## src/rtl/rom_access_arbiter.sv

```systemverilog
// rom_access_arbiter: round-robin sharing of one synchronous ROM port among NUM_REQ requesters
module rom_access_arbiter #(
  parameter int NUM_REQ     = 2,
  parameter int ADDR_WIDTH  = 16,
  parameter int DATA_WIDTH  = 8,
  parameter int ROM_LATENCY = 1
) (
  input  logic                          in_clk,
  input  logic                          in_rst_p,
  input  logic [NUM_REQ-1:0]            in_req,
  input  logic [NUM_REQ*ADDR_WIDTH-1:0] in_addr,
  output logic [NUM_REQ-1:0]            out_ack,
  output logic [DATA_WIDTH-1:0]         out_data,
  output logic [$clog2(NUM_REQ)-1:0]    out_grant_id,
  output logic                          out_busy,
  output logic [ADDR_WIDTH-1:0]         out_rom_addr,
  input  logic [DATA_WIDTH-1:0]         in_rom_data
);
  localparam int GW = $clog2(NUM_REQ);
  localparam int CW = $clog2(ROM_LATENCY + 1);
  localparam logic [1:0] IDLE = 2'd0;
  localparam logic [1:0] WAIT = 2'd1;
  localparam logic [1:0] ACK  = 2'd2;
  logic [1:0]            state_q, state_d;
  logic [CW-1:0]         cnt_q, cnt_d;
  logic [ADDR_WIDTH-1:0] addr_q, addr_d;
  logic [GW-1:0]         grant_q, grant_d;
  logic [GW-1:0]         last_q, last_d;
  logic [NUM_REQ-1:0]    ack_q, ack_d;
  logic [DATA_WIDTH-1:0] data_q, data_d;
  logic [GW-1:0]         winner, idx;
  logic                  found;
  // first requester at or after last_grant+1, wrapping
  always_comb begin
    found  = 1'b0;
    winner = last_q;
    idx    = '0;
    for (int k = 1; k <= NUM_REQ; k++) begin
      idx = GW'((int'(last_q) + k) % NUM_REQ);
      if (!found && in_req[idx]) begin
        found  = 1'b1;
        winner = idx;
      end
    end
  end
  always_comb begin
    state_d = state_q;
    cnt_d   = cnt_q;
    addr_d  = addr_q;
    grant_d = grant_q;
    last_d  = last_q;
    ack_d   = '0;
    data_d  = data_q;
    case (state_q)
      IDLE: if (found) begin
        addr_d  = in_addr[int'(winner)*ADDR_WIDTH +: ADDR_WIDTH];
        grant_d = winner;
        cnt_d   = CW'(ROM_LATENCY);
        state_d = WAIT;
      end
      WAIT: if (cnt_q == '0) begin
        data_d  = in_rom_data;
        ack_d   = NUM_REQ'(1) << grant_q;
        last_d  = grant_q;
        state_d = ACK;
      end else begin
        cnt_d = cnt_q - CW'(1);
      end
      default: state_d = IDLE;
    endcase
  end
  always_ff @(posedge in_clk) begin
    if (in_rst_p) begin
      state_q <= IDLE;
      cnt_q   <= '0;
      addr_q  <= '0;
      grant_q <= '0;
      last_q  <= GW'(NUM_REQ - 1);
      ack_q   <= '0;
      data_q  <= '0;
    end else begin
      state_q <= state_d;
      cnt_q   <= cnt_d;
      addr_q  <= addr_d;
      grant_q <= grant_d;
      last_q  <= last_d;
      ack_q   <= ack_d;
      data_q  <= data_d;
    end
  end
  assign out_ack      = ack_q;
  assign out_data     = data_q;
  assign out_grant_id = grant_q;
  assign out_busy     = state_q != IDLE;
  assign out_rom_addr = addr_q;
endmodule

```

## config.mk

```make
export PLATFORM = sky130hd
export DESIGN_NAME = rom_access_arbiter
export DESIGN_NICKNAME = d
export VERILOG_FILES = /design/src/rtl/rom_access_arbiter.sv
export SDC_FILE = /design/constraint.sdc
export NUM_CORES = 1
export LEC_CHECK = 0
export ABC_AREA = 1
export CORE_ASPECT_RATIO = 1.75
export CORE_MARGIN = 2
export CORE_UTILIZATION = 43
export CTS_CLUSTER_DIAMETER = 120
export DETAILED_ROUTE_END_ITERATION = 10
export MAX_ROUTING_LAYER = met4
export PLACE_DENSITY = 0.91
export REMOVE_ABC_BUFFERS = 1
export SYNTH_ARGS = -nofsm -noshare
export SYNTH_HDL_FRONTEND = slang
export SYNTH_SLANG_ARGS = --single-unit
```

## constraint.sdc

```tcl
create_clock -name in_clk -period 2.7 [get_ports in_clk]
set_clock_uncertainty 0.2 [all_clocks]
set_input_delay 0.675 -clock in_clk [delete_from_list [all_inputs] [get_ports in_clk]]
set_output_delay 0.675 -clock in_clk [all_outputs]
set_load 0.02 [all_outputs]
```

Yosys cells after proc, flatten, opt, wreduce, memory -nomap -nowiden --
Cells that the tools add are included. W data, S select, Z words.
Word-level totals: bits in registers 31, output and inout port bits 28, bits in writable memories 0, ROM bits 0, memories 0, word-level logic and storage cells 43, latch bits 0, input port bits 44
Operators by class: mux-type cells 14, add/sub/neg operators 3, multipliers 0, shift-type cells 2, equal/unequal tests 3, div/mod/pow operators 0, reductions and logical operators 10, bitwise operators 2, order comparisons 2
Operators by type and width (number):
- $shiftx A32 B6 Y16 | 1
- $mux W1 | 10
- $reduce_and A2 Y1 | 4
- $lt A1 B2 Y1 const B | 2
- $mux W2 | 2
- $ne A2 B2 Y1 const B | 2
- $pmux W2 S2 | 1
- $reduce_bool A2 Y1 | 2
- $reduce_or A3 Y1 | 1
- $add A1 B1 Y1 const B | 2
- $eq A2 B1 Y1 const B | 1
- $logic_not A2 Y1 | 1
- $not A1 Y1 | 2
- $pmux W1 S2 | 1
- $shl A1 B1 Y2 const A | 1
- $logic_and A1 B1 Y1 | 1
- $logic_not A1 Y1 | 1
- $sub A1 B1 Y1 const B | 1

Depth between registers and ports, before layout --
Gate-level depths: netlist (run 1).
depth in word-level cells 9, depth in mapped cells 7, depth with buffers taken out 6

Worst setup path before layout (run 1) --
No wires, ideal clock.
kind in2reg, start point input port in_rst_p, end point register data_q[0] (netlist: out_data[0]), path slack 1.130 ns, cell stages on the path 6, data required time 2.387 ns, arrival time 1.257 ns, library setup time 0.113 ns, path buffers 1, path through buf_4 > inv_1 > nand3_1 > clkinv_1 > nand2_1 > nand2_1
RTL lines:
- start: declaration | line 9 | input logic in_rst_p,
- end signal: assignment | line 88 | data_q <= data_d;
- end: declaration | line 30 | logic [DATA_WIDTH-1:0] data_q, data_d;

Final worst setup path (run 1) --
start point register state_q[1], end point output port out_busy
On the way: word-level cells in the longest chain between the ends 1
RTL lines:
- start: declaration | line 24 | logic [1:0] state_q, state_d;
- start signal: assignment | line 82 | state_q <= state_d;
- $reduce_bool A2 Y1 | line 94 | assign out_busy = state_q != IDLE;
- end: declaration | line 15 | output logic out_busy,
Every way passes these cells.

==> results of run 1 <==
[metal layers]
metal | track usage (%) | vias to the layer above
met1 | 24.2 | 735
met5 | - | -
li1 | - | 800
met2 | 38.7 | 65
met4 | 13.2 | 0
met3 | 6.29 | 15
[worst max-delay path by stage]
stage	from	endpoint	slack [ns]	cells after the start
4_1_cts	state_q[1]	out_busy	0.34	3
3_5_place_dp	in_req[0]	out_rom_addr[10]	0.44	7
6_report	state_q[1]	out_busy	0.35	3
3_3_place_gp	in_req[0]	out_rom_addr[14]	0.47	7
2_1_floorplan	in_req[0]	out_rom_addr[0]	1.14	6
5_1_grt	state_q[1]	out_busy	0.29	3
[cell usage in the layout (no fill, tap or decap)]
master	count
nor2_4	1
inv_1	38
inv_2	2
nor2_1	8
nand2_2	3
dfxtp_1	31
clkdlybuf4s50_1	71
clkbuf_8	7
clkbuf_1	1
nand2_1	39
buf_4	2
a21oi_1	19
nand3_1	57
o21ai_0	2
clkinv_1	1
[kinds of logic after synthesis]
kind of cell,count (synthesis)
DFF,31
buffers and inverters,50
AOI/OAI and AO/OA,21
and+or+nand+nor,108
[power breakdown]
| part | internal [mW] | total (mW) | switching [mW] |
|---|---|---|---|
| clock | 0.232 | 0.405 | 0.173 |
| combinational | 0.193 | 0.405 | 0.212 |
| sequential | 0.509 | 0.537 | 0.0280 |
[tightest hold or removal path: stages, from the launching register on]
cell and delay (ns):
dfxtp_1 0.33, inv_1 0.05, nor2_1 0.04
[through the flow]
step	utilization [%]	setup WS, ns
final	70.9	0.349
after floorplan	-	1.14
after global routing	70.9	0.290
after CTS	70.9	0.341
after global placement	67.7	0.473
after detailed placement	67.7	0.439
[flip-flops by register name, indices dropped and copies added (netlist names)]
signal	flops
out_ack	2
last_q	1
out_rom_addr	16
out_grant_id	1
state_q	2
out_data	8
cnt_q	1
[cells in the mapped netlist]
| cell | instances |
|---|---|
| nor2_1 | 8 |
| buf_4 | 4 |
| inv_2 | 2 |
| o21ai_0 | 2 |
| nand2_2 | 3 |
| clkinv_1 | 1 |
| nor2_4 | 1 |
| a21oi_1 | 19 |
| inv_1 | 38 |
| buf_6 | 1 |
| clkbuf_8 | 1 |
| nand2_1 | 39 |
| dfxtp_1 | 31 |
| nand3_1 | 57 |
| buf_2 | 3 |
[area by class of cell]
class / instances / area (um2) / area share (%)
inverters: 41 / 154 / 6.84
clock buffers: 8 / 100 / 4.45
flip-flops and latches: 31 / 621 / 27.6
well taps: 43 / 53.8 / 2.39
multi-input cells: 129 / 597 / 26.5
repair buffers: 73 / 726 / 32.2
==> results by group, run 1 <==
Finish
  • N_diodes: 0
  • Share of layout cells above drive strength 1: 5.32%
  • Syn-to-layout area delta: 56.2%
  • Fin nets: 325
  • Final instance area: 2250 um2
  • Cell Count, Final, Fillers Out: 325
  • Fill count: 277

Clocking
  • CTS tree: yes
  • CTS root buf: clkbuf_8
  • Num Clock Sinks: 31
  • Worst-Skew Late Latency: 0.29 ns
  • Clock transition at the registers of the reported paths: 0.06 ns
  • CTS Buf Count: 5
  • H-tree levels: 2
  • Post_cts resized: 0
  • Clock Path Buffers: 2
  • Hold buffers post-CTS: 0
  • Buffer count from post-CTS setup fixing: 0

Critical path
  • Worst r2r src: last_q
  • WP buf/inv: 2
  • R2r setup slk: 1.22 ns
  • Slowest CP cell: clkdlybuf4s50_1
  • CP Class: flop to output pin
  • Crit-path max cell delay: 0.63 ns
  • Crit path DAT: 1.48 ns
  • CP endpoint kind: output pin
  • Cell family with most CP delay: buffers and inverters
  • Data required, critical path: 1.82 ns
  • Crit start category: flop
  • Cells along the critical path: inv_1, nand2_1, clkdlybuf4s50_1
  • Crit-path max FO: 4
  • FF-to-FF End: out_rom_addr[9]
  • R2R depth: 5

Routing
  • Via density: 4.97
  • DR DRC count: 0
  • Met1 WL: 1.40 mm
  • Vias post-DR: 1615
  • Routed wl met2: 2.22 mm
  • Met3 WL: 239 um
  • Top Layer Used: met4
  • Routed WL: 4.01 mm
  • Iteration-0 DRC Markers: 28
  • Post-DRT Antenna Nets: 0
  • Pre-antenna DRT Iters: 5
  • WL per Instance: 12.3 um

Floorplan
  • Die area: 3850 um2
  • Vert. Die Dim: 80.6 um
  • Die width: 47.8 um
  • Starting Density: 45.4%
  • Ports: 72
  • Row count: 27
  • Core Region: 3180 um2

Placement
  • Post-DP Area: 2150 um2
  • Placed instance count: 317
  • Global placement routability congestion: 0.832
  • Dpl hpwl: 2.94 mm
  • Number of port buffers: 71

Timing
  • Worst Tran Pin Value: 0.505 ns
  • Max Clock Freq: 425 MHz
  • Rel. slew slack: 66.2%
  • # setup viols final: 0
  • Setup TNS: 0 ns
  • RSZ-0062 raised after global routing: false
  • Worst hold margin: 0.266 ns
  • Hold Fails Final Rpt: 0
  • Crit share post-route: 87.1%
  • Period minus WS final: 2.35 ns
  • Slew Viols, Final: 0

Pwr
  • VDD IR max: 0.000445 V
  • PwrDens: 598 nW/um2
  • Pwr Total: 1.35 mW
  • Pleak: 1.07 nW

Synth
  • Yosys reg bits: 31
  • Top cell type's share of synthesized area: 43.1%
  • XOR/XNOR share of the synthesized area: 0%
  • Yosys warns: 0
  • Compound-gate portion of the synthesized area: 7.29%
  • Unique cell type count in the Yosys netlist: 15
  • Post-Synth Adder-Cell Area: 0%
  • Area contributors post-synth: dfxtp_1 (43%), nand3_1 (20%), nand2_1 (10%)
  • Main combinational cell family by area after synthesis: simple AND/OR/NAND/NOR gates
  • Synthesized area: 1440 um2
  • Post-synthesis mux area share: 0%
  • Leading area contributor after synthesis: dfxtp_1
  • Seq/Total Area, Yosys: 43.1%
  • Post-Synthesis Cells: 210
  • Average cell area after synthesis: 6.86 um2
  • Post-synthesis simple-gate area fraction: 34.1%

Global route
  • First-pass GRT wire length: 6.39 mm
  • Largest net degree at the start of global routing: 20
  • All-Layer GR Usage: 23.7%
  • Initial antenna violation count: 0
  • Total global routing overflow: 0
  • Vias in the first global route: 1521

Run
  • # Max-Cap Violations: 0

Min path
  • Worst hold path class: flop to flop
  • Worst min-delay path startpoint: out_grant_id
  • Hold path cells: 2
  • Hold endpoint: out_ack[1]

Status
  • Status: completed
(Power assumes the default switching activity.)
==> run 2: changes to the inputs <==
--- a/config.mk
+++ b/config.mk
@@ -6,6 +6,7 @@
 export NUM_CORES = 1
 export LEC_CHECK = 0
 export ABC_AREA = 1
+export CAP_MARGIN = 40
 export CORE_ASPECT_RATIO = 1.75
 export CORE_MARGIN = 2
 export CORE_UTILIZATION = 43
==> results of run 2 <==
Same layout as run 1: the final DEF is identical, and so are final timing and power.
==> run 3: changes to the inputs <==
--- a/config.mk
+++ b/config.mk
@@ -6,7 +6,6 @@
 export NUM_CORES = 1
 export LEC_CHECK = 0
 export ABC_AREA = 1
-export CAP_MARGIN = 40
 export CORE_ASPECT_RATIO = 1.75
 export CORE_MARGIN = 2
 export CORE_UTILIZATION = 43
==> results of run 3 <==
Same layout as run 1: the final DEF is identical, and so are final timing and power.
